### config.mk
export PLATFORM = sky130hd
export DESIGN_NAME = tx_packet_arbiter
export DESIGN_NICKNAME = d
export VERILOG_FILES = /design/src/rtl/tx_packet_arbiter.sv
export SDC_FILE = /design/constraint.sdc
export NUM_CORES = 1
export LEC_CHECK = 0
export ABC_AREA = 1
export CAP_MARGIN = 30
export CORE_MARGIN = 2
export CORE_UTILIZATION = 45
export DETAILED_ROUTE_END_ITERATION = 8
export MAX_ROUTING_LAYER = met4
export PLACE_DENSITY = 0.73
export RECOVER_POWER = 50
export REMOVE_ABC_BUFFERS = 1
export SLEW_MARGIN = 30
export SYNTH_ARGS = -nofsm -noshare
export SYNTH_HDL_FRONTEND = slang
export SYNTH_SLANG_ARGS = --single-unit
export TNS_END_PERCENT = 100
### constraint.sdc
create_clock -name clk -period 2.5 [get_ports clk]
set_input_delay 0.5 -clock clk [delete_from_list [all_inputs] [get_ports clk]]
set_output_delay 0.5 -clock clk [all_outputs]
set_load 0.01 [all_outputs]
### src/rtl/tx_packet_arbiter.sv
// tx_packet_arbiter: shares one UART transmitter between two byte-stream sources,
// granting round-robin per packet so bytes of different packets never interleave.
// Ports:
//   clk, rst_n           clock, asynchronous active-low reset
//   en                   arbitration enable (checked only between packets)
//   srcN_valid/byte/last source N byte offer (held until srcN_ack), last-of-packet flag
//   srcN_ack             1-cycle accept pulse to source N
//   is_transmitting      UART sender busy
//   tx_byte, transmit    byte and 1-cycle strobe to the UART sender
//   grant                one-hot current owner (00 = none)
//   pkt_err              sticky, set when a packet exceeds MAX_PKT_LEN without a last flag
module tx_packet_arbiter #(
  parameter int MAX_PKT_LEN  = 16,
  parameter int BUSY_TIMEOUT = 8
) (
  input  logic       clk,
  input  logic       rst_n,
  input  logic       en,
  input  logic       src0_valid,
  input  logic [7:0] src0_byte,
  input  logic       src0_last,
  output logic       src0_ack,
  input  logic       src1_valid,
  input  logic [7:0] src1_byte,
  input  logic       src1_last,
  output logic       src1_ack,
  input  logic       is_transmitting,
  output logic [7:0] tx_byte,
  output logic       transmit,
  output logic [1:0] grant,
  output logic       pkt_err
);

  localparam int CW = $clog2(MAX_PKT_LEN + 1);
  localparam int TW = $clog2(BUSY_TIMEOUT + 1);
  localparam logic [CW-1:0] MAX_CNT  = CW'(MAX_PKT_LEN);
  localparam logic [TW-1:0] TMO_LAST = TW'(BUSY_TIMEOUT - 1);

  typedef enum logic [1:0] {IDLE, LOAD, WAIT_RISE, WAIT_FALL} state_t;

  state_t        state;
  logic          owner;       // 0 = src0, 1 = src1
  logic          last_owner;  // owner of the most recently completed packet
  logic          last_q;      // last flag of the byte currently in flight
  logic [CW-1:0] count;       // bytes sent in the current packet, saturating
  logic [TW-1:0] timer;       // cycles spent waiting for is_transmitting to rise

  // Selected view of the current owner's inputs; the other source is ignored.
  logic       own_valid;
  logic [7:0] own_byte;
  logic       own_last;
  assign own_valid = owner ? src1_valid : src0_valid;
  assign own_byte  = owner ? src1_byte  : src0_byte;
  assign own_last  = owner ? src1_last  : src0_last;

  // Round-robin pick: on a tie the source that did not own the last packet wins.
  logic pick;
  assign pick = (src0_valid && src1_valid) ? ~last_owner : src1_valid;

  always_ff @(posedge clk or negedge rst_n) begin
    if (!rst_n) begin
      state      <= IDLE;
      owner      <= 1'b0;
      last_owner <= 1'b1;
      last_q     <= 1'b0;
      count      <= '0;
      timer      <= '0;
      tx_byte    <= 8'h00;
      transmit   <= 1'b0;
      src0_ack   <= 1'b0;
      src1_ack   <= 1'b0;
      grant      <= 2'b00;
      pkt_err    <= 1'b0;
    end else begin
      // Strobes are single-cycle by construction: cleared every cycle unless re-set.
      transmit <= 1'b0;
      src0_ack <= 1'b0;
      src1_ack <= 1'b0;
      case (state)
        IDLE: begin
          if (en && !is_transmitting && (src0_valid || src1_valid)) begin
            owner <= pick;
            grant <= pick ? 2'b10 : 2'b01;
            count <= '0;
            state <= LOAD;
          end else begin
            grant <= 2'b00;
          end
        end
        LOAD: begin
          // A stalled owner keeps the grant indefinitely; the packet stays atomic.
          if (own_valid) begin
            tx_byte  <= own_byte;
            transmit <= 1'b1;
            if (owner) src1_ack <= 1'b1;
            else       src0_ack <= 1'b1;
            last_q   <= own_last;
            if (count != MAX_CNT) count <= count + 1'b1;
            timer    <= '0;
            state    <= WAIT_RISE;
          end
        end
        WAIT_RISE: begin
          // The timeout keeps a silent UART from hanging the arbiter.
          if (is_transmitting || timer == TMO_LAST) state <= WAIT_FALL;
          else                                      timer <= timer + 1'b1;
        end
        WAIT_FALL: begin
          if (!is_transmitting) begin
            if (last_q || count == MAX_CNT) begin
              state      <= IDLE;
              last_owner <= owner;
              grant      <= 2'b00;
              if (!last_q) pkt_err <= 1'b1;
            end else begin
              state <= LOAD;
            end
          end
        end
        default: state <= IDLE;
      endcase
    end
  end

endmodule

==> results summary, run 1 <==
The HPWL reported at the end of detailed placement is 2480 um. The mean number of vias per cell came out at 4.88. The post-synthesis average cell area came out at 7.86 um^2. The pin count of the biggest net entering global routing came out at 29.

The total number of vias is 1333. The library cell used most frequently in the layout, excluding fill and tap cells, is sky130_fd_sc_hd__nand2_1. The Yosys step of the flow raised 0 warnings. The number of design-rule violations left by the first detailed-router iteration came out at 84. The overall power consumption is 1.96 mW.

The final worst hold slack came out at 0.497 ns. The clock tree skew after final layout is 0.00312 ns. Data arrives at the worst endpoint at 2.11 ns. In this run, post-CTS hold repair placed 0 buffers. The post-synthesis instance total is 190. Data on the critical path is required at its endpoint by 2.71 ns. The starting density of the core is 48.1%. The maximum number of buffers from clock root to sink is 2. Counting flops and latches in the post-synthesis netlist gives 28. The number of antenna violations at the first check in global routing came out at 0. The library cells used most frequently in the layout, excluding fill and tap cells, are sky130_fd_sc_hd__nand2_1 (68), sky130_fd_sc_hd__clkdlybuf4s50_1 (35), sky130_fd_sc_hd__dfrtp_1 (27).

The die area is 3790 um^2. The setup total negative slack came out at 0 ns. The count of buffers added on input and output ports is 37. The total instance count after detailed placement came out at 269. Grouping stages by cell kind, the critical path spends the most delay in buffers and inverters. TritonCTS built the clock tree. The number of resized instances in the post-cts repair step came out at 0.

The fraction of the cycle the final worst path needs came out at 76.3%. The count of final max-slew check failures is 28. Counting both buffers and inverters, the worst setup path holds a total of 2. For this run, the number of standard cells in the final layout without fillers is 273. Of all nets on the critical path, the largest fanout is 28. The worst setup path is launched from a primary input. Summing the sequential cell areas from Yosys gives 47.0% of the chip area. The fraction of final layout cells with drive strength greater than 1 is 4.80%. The worst slew slack as a fraction of its limit came out at -0.149%. Setup repair after global routing left no endpoint under its margin. The iteration count of the initial detailed-routing pass is 4. The floorplan core area came out at 3100 um^2.

The delay of the slowest cell on the worst path is 1.08 ns. The path class of the tightest hold or removal check is flop to flop. Across the whole layout, storage elements account for 702 um^2. The boundary pin count came out at 38. The multi-input logic area came out at 693 um^2.

Clock tree synthesis found a total of 28 sinks. The shortest period the worst path allows is 1.91 ns. For this design the ratio of total power to cell area is 1010 nW/um^2. The via count of the first global-routing pass is 1373. The worst setup path is captured at an async pin. Setup violations remaining at the end of the flow were counted as 0. In this run, distinct cell masters in the synthesized netlist total 24.

After detailed routing, the number of remaining DRC violations is 0. For the pin with the worst max-slew slack, the measured transition is 1.50 ns. The die boundary width came out at 61.6 um. The flow ran to the end, but the final reports show violations. The number of placement rows came out at 20.

The routability-driven placement congestion ratio is 0.866. TritonCTS created 3 clock buffers. After filler insertion, the fill cell instance count of the layout stands at 296. The maximum clock frequency is 524 MHz.

The mapped netlist covers 1490 um^2. The number of nets in the layout came out at 261. The number of violations of the max-capacitance limit came out at 1. In this run the post-CTS setup repair buffer count came out at 0. The checks that failed: capacitance limit, slew limit.

The number of H-tree branching levels is 1. Walking the worst path, the cells encountered are dlygate4sd3_1, clkbuf_1. Across every metal layer, demand over resource in global routing totals 20.3%.

The leakage power is 0.937 nW. The die extent in y is 61.6 um. Once detail routing completed, the nets flagged for antenna violations numbered 0. The kind of critical path is primary input to async pin. The average wire length per cell after detail routing is 11.5 um.

0 antenna diodes ended up in the layout. Among all stages on the critical path, the largest delay is contributed by sky130_fd_sc_hd__clkbuf_1. The clock input transition at the sequential cells of the worst setup and hold paths is 0.15 ns. The number of hold-slack violations in the final timing report came out at 0. The clock insertion delay at the later pin of the skew report is 0.33 ns. The routed design has 3140 um of wire. The area added between synthesis and finish came out at 29.4%.

The largest vdd supply drop came out at 0.485 mV. The wire length of the first global-routing pass came out at 5560 um. The tree is rooted in a sky130_fd_sc_hd__clkbuf_4. The leftover overflow at the end of global routing came out at 0.
## sequential cells by signal, indices dropped and copies added, names as in the netlist
register    cells
owner           1
count           5
src1_ack        1
timer           4
last_q          1
last_owner      1
transmit        1
tx_byte         8
src0_ack        1
state           2
grant           2
pkt_err         1
## cell usage after synthesis
cell type                  number  area share (%)
sky130_fd_sc_hd__inv_1         18             4.5
sky130_fd_sc_hd__nand2_4        1            0.75
sky130_fd_sc_hd__a31oi_1        9             3.8
sky130_fd_sc_hd__nor3b_1        1            0.50
sky130_fd_sc_hd__o21bai_1       2             1.0
sky130_fd_sc_hd__inv_2          1            0.25
sky130_fd_sc_hd__nand2_1       68              17
sky130_fd_sc_hd__buf_6          2             1.5
sky130_fd_sc_hd__clkbuf_1       1            0.25
sky130_fd_sc_hd__nand4_1        2            0.84
sky130_fd_sc_hd__a21oi_4        1             1.1
sky130_fd_sc_hd__a21oi_1        2            0.67
sky130_fd_sc_hd__nor3_1         2            0.67
sky130_fd_sc_hd__o21ai_0        7             2.3
sky130_fd_sc_hd__nand2_2        2            0.84
sky130_fd_sc_hd__nand3_1       10             3.4
sky130_fd_sc_hd__or2_2          1            0.42
sky130_fd_sc_hd__ha_1           7             5.9
sky130_fd_sc_hd__xor2_1         1            0.59
sky130_fd_sc_hd__nor2_1        21             5.3
sky130_fd_sc_hd__dfrtp_1       27              45
sky130_fd_sc_hd__dfstp_2        1             1.8
sky130_fd_sc_hd__o21ai_1        1            0.33
sky130_fd_sc_hd__nand3b_1       2             1.0
## kinds of logic (layout without fill, tap and decap cells)
group	Yosys count	in the layout	synth area share (%)
AO/OA/AOI/OAI	22	22	9.22
XOR/XNOR	1	1	0.587
adder cells (fa/ha/maj)	7	7	5.87
buffers and inverters	22	61	6.54
flip-flops	28	28	47.0
AND/OR/NAND/NOR	110	110	30.8
## power breakdown
| part | internal [mW] | switching (mW) | leakage (nW) |
|---|---|---|---|
| clock | 0.0891 | 0.132 | 0.0210 |
| sequential | 0.625 | 0.141 | 0.350 |
| combinational | 0.424 | 0.545 | 0.566 |
| total | 1.14 | 0.818 | 0.937 |
## through the flow
step                util [%]  cell area, um^2  setup slack [ns]
floorplan                  -             1470              1.03
global placement        61.2             1900             0.656
detailed placement      61.2             1900             0.596
CTS                     62.4             1940             0.666
global route            62.3             1930             0.245
finish                  62.3             1930             0.593
## final cells by class
cell class	count	share of cell area, %
clock buffer	4	1.88
inverter	19	3.69
multi-input combinational	140	35.9
sequential	28	36.3
tap	44	2.85
timing repair buffer	38	19.4
## final timing paths
| path | startpoint | end | slack, ns | cells past startpoint |
|---|---|---|---|---|
| max reg2reg | owner | tx_byte[5] | 0.70 | 5 |
| min reg2reg | pkt_err | pkt_err | 0.50 | 1 |
| min | pkt_err | pkt_err | 0.50 | 1 |
| min in group asynchronous | rst_n | timer[0] | 1.04 | 2 |
| max | rst_n | count[4] | 0.59 | 2 |
| max in group clk | owner | tx_byte[5] | 0.70 | 5 |
## layer usage
layer,vias to the layer above,share of wire [%],track usage [%]
li1,681,-,-
met1,605,45,24.3
met2,41,48,34.7
met3,6,5.2,3.36
met4,0,1.5,6.38
met5,-,0,-
No activity file was read; power rests on OpenSTA's default activity.
==> run 2, diff against run 1 <==
clock period = 1.8 ns   (was 2.5 ns; I/O delays follow)
==> run 2 against run 1 <==
- clock-buffer cell count did not move
- largest power group unchanged
- critical path type is now flop to primary output
- largest cell class unchanged
- final area rose by 1.9%
- global-route usage fell by 0.74 points
- clock skew rose by 0.0020 ns
- the run now ends clean
==> results summary, run 2 (synthesis results as in run 1) <==
The flow ran to the end, and the final reports show no timing, DRC or antenna violations. The maximum number of buffers from clock root to sink is 2 (unchanged). The die area came out at 3790 um^2 (unchanged). The iteration count of the initial detailed-routing pass is 6 (+2).

Timing would allow up to 602 MHz. The slack of the worst reg-to-reg path was 0.21 ns (-0.49 ns). The post-detailed-route DRC marker count is 0 (unchanged).

The clock tree skew after final layout came out at 0.00515 ns (+0.00203 ns). The number of buffers inserted to repair setup after CTS was 0 (unchanged). The startpoint identified for the worst hold timing path is last_q. The startpoint type of the worst setup path is a flop.

The delay of the slowest cell on the worst path is 0.60 ns (-0.48 ns). The clock input transition at the sequential cells of the worst setup and hold paths came out at 0.16 ns (about the same). The kind of critical path is flop to primary output.

The number of buffers inserted by hold repair at cts is 0 (unchanged). The number of H-tree branching levels is 1 (unchanged). The boundary pin count was 38 (unchanged). The data required time at the worst endpoint came to 1.44 ns (-1.27 ns). The port buffer count came out at 37 (unchanged). Counting flops per register, the top entry is tx_byte. The detailed-route wire length came out at 3110 um (-1.0%). The clock buffer count from CTS came to 3 (unchanged). Leaving out fill and tap cells, the most frequent cell in the layout is sky130_fd_sc_hd__nand2_1. The number of nets in the layout is 264 (+1.1%). The number of design-rule violations left by the first detailed-router iteration was 47 (-44%).

The via count of the first global-routing pass is 1351 (-1.6%). The worst path needs 1.66 ns of the cycle, external delays included. Traced cell by cell, the critical path runs through dlygate4sd3_1. The biggest fanout along the worst timing path is 1 (-96%).

The largest vdd supply drop is 0.763 mV (+57%). The worst-path cell with the longest stage delay is sky130_fd_sc_hd__dlygate4sd3_1. The number of placement rows is 20 (unchanged). The pin count of the biggest net entering global routing came out at 29 (unchanged). In this run the critical register-to-register path is captured at timer[3]. The number of inserted diodes came out at 0 (unchanged). Among cell families on the critical path, the largest total delay comes from buffers and inverters. The starting density of the core came out at 48.1% (unchanged).

The worst hold path belongs to the class flop to flop. The worst hold path depth came out at 1 (unchanged). The fraction of the cycle the final worst path needs came out at 92.3%. The setup total negative slack came out at 0 ns (unchanged). Leaving out fill and tap cells, the most frequent cells in the layout are sky130_fd_sc_hd__nand2_1 (68), sky130_fd_sc_hd__clkdlybuf4s50_1 (34), sky130_fd_sc_hd__dfrtp_1 (27). Relative to the synthesized area, the layout overhead comes to 31.9%. The mean number of vias per cell is 4.84 (-0.94%). The arrival time of data at the critical path endpoint is 1.30 ns (-0.81 ns). For hold timing, the worst endpoint is pkt_err. The count of final max-slew check failures is 0 (-100%).

The final worst slack came out at 0.139 ns (-0.454 ns). The final setup violation count came out at 0 (unchanged). In the final layout, the registers with the most flip-flops are tx_byte x8, count x5, timer x4.

The minimum setup slack after placement is 0.101 ns (-0.496 ns). The number of hold-slack violations in the final timing report is 0 (unchanged). The pin slew with the least headroom to its limit is 0.687 ns (-0.815 ns). The leftover overflow at the end of global routing came out at 0 (unchanged). The number of violations of the max-capacitance limit is 0 (-1). The total global-route track usage is 19.6% (-0.74 points). The die extent in y came out at 61.6 um (unchanged). The flip-flop count of the largest register after layout is 8 (unchanged). The clock net sink count is 28 (unchanged). The die boundary width came to 61.6 um (unchanged). The cell count along the critical path is 1 (-1). The wire length of the first global-routing pass is 5480 um (-1.5%).

The number of resized instances in the post-cts repair step is 0 (unchanged). The fraction of final layout cells with drive strength greater than 1 is 6.47% (+1.7 points). The clock insertion delay at the later pin of the skew report is 0.32 ns (about the same). Setup repair after global routing left no endpoint under its margin. STA classifies the critical path endpoint as a primary output.

The worst slew slack as a fraction of its limit was 54.2% (+54 points). The power density over the cells came out at 1410 nW/um^2 (+39%). The remaining antenna violation count is 0 (unchanged). The routability-driven placement congestion ratio is 0.876 (+1.2%).

The number of antenna violations at the first check in global routing was 0 (unchanged). TritonCTS built the clock tree. The worst reg2reg path depth came out at 10 (+5). The HPWL reported at the end of detailed placement is 2440 um (-1.7%). The leakage power came out at 0.964 nW (+2.9%). The startpoint of the worst-slack reg-to-reg timing path is state[0].

The root buffer cell is sky130_fd_sc_hd__clkbuf_4. The number of buffer and inverter stages on the critical path came out at 1 (-1). The floorplan core area came out at 3100 um^2 (unchanged). The total number of vias is 1335 (+0.15%). The average wire length per cell after detail routing came out at 11.3 um (-2.1%).
## run 2: metrics by stage
stage                     hold slack (ns)  util [%]  power (mW)  instance area [um^2]  cells
after floorplan                    0.0644         -        1.88                  1470    187
after global placement              0.459      62.3        2.44                  1930    272
after detailed placement            0.466      62.3        2.50                  1930    272
after CTS                           0.408      63.5        2.81                  1970    276
after global routing                0.541      63.4        3.04                  1970    276
final                               0.507      63.4        2.78                  1970    276
## run 2: worst max path at each step
stage                          start  slack [ns]         end
after detailed placement  src1_valid        0.10    state[1]
after CTS                 tx_byte[1]        0.17  tx_byte[1]
after global routing        state[0]        0.02    state[1]
after global placement    src1_valid        0.16    count[2]
after floorplan                owner        0.33      last_q
final                       src1_ack        0.14    src1_ack
## run 2: report_power, final
group	internal [mW]	leakage, nW	switching, mW
sequential	0.868	0.350	0.163
clock	0.124	0.0210	0.188
combinational	0.643	0.593	0.792
## run 2: cell type report
class | instances | area, um^2
multi-input combinational | 140 | 693
clock buffer | 4 | 36.3
tap | 44 | 55.1
timing repair buffer | 41 | 410
sequential | 28 | 702
fill | 292 | 1130
inverter | 19 | 71.3
## run 2: routing by layer
metal / share of wire [%] / track usage [%]
met1: 46 / 24.0
met4: 0.61 / 3.65
met5: 0 / -
met2: 48 / 33.2
met3: 6.0 / 4.41
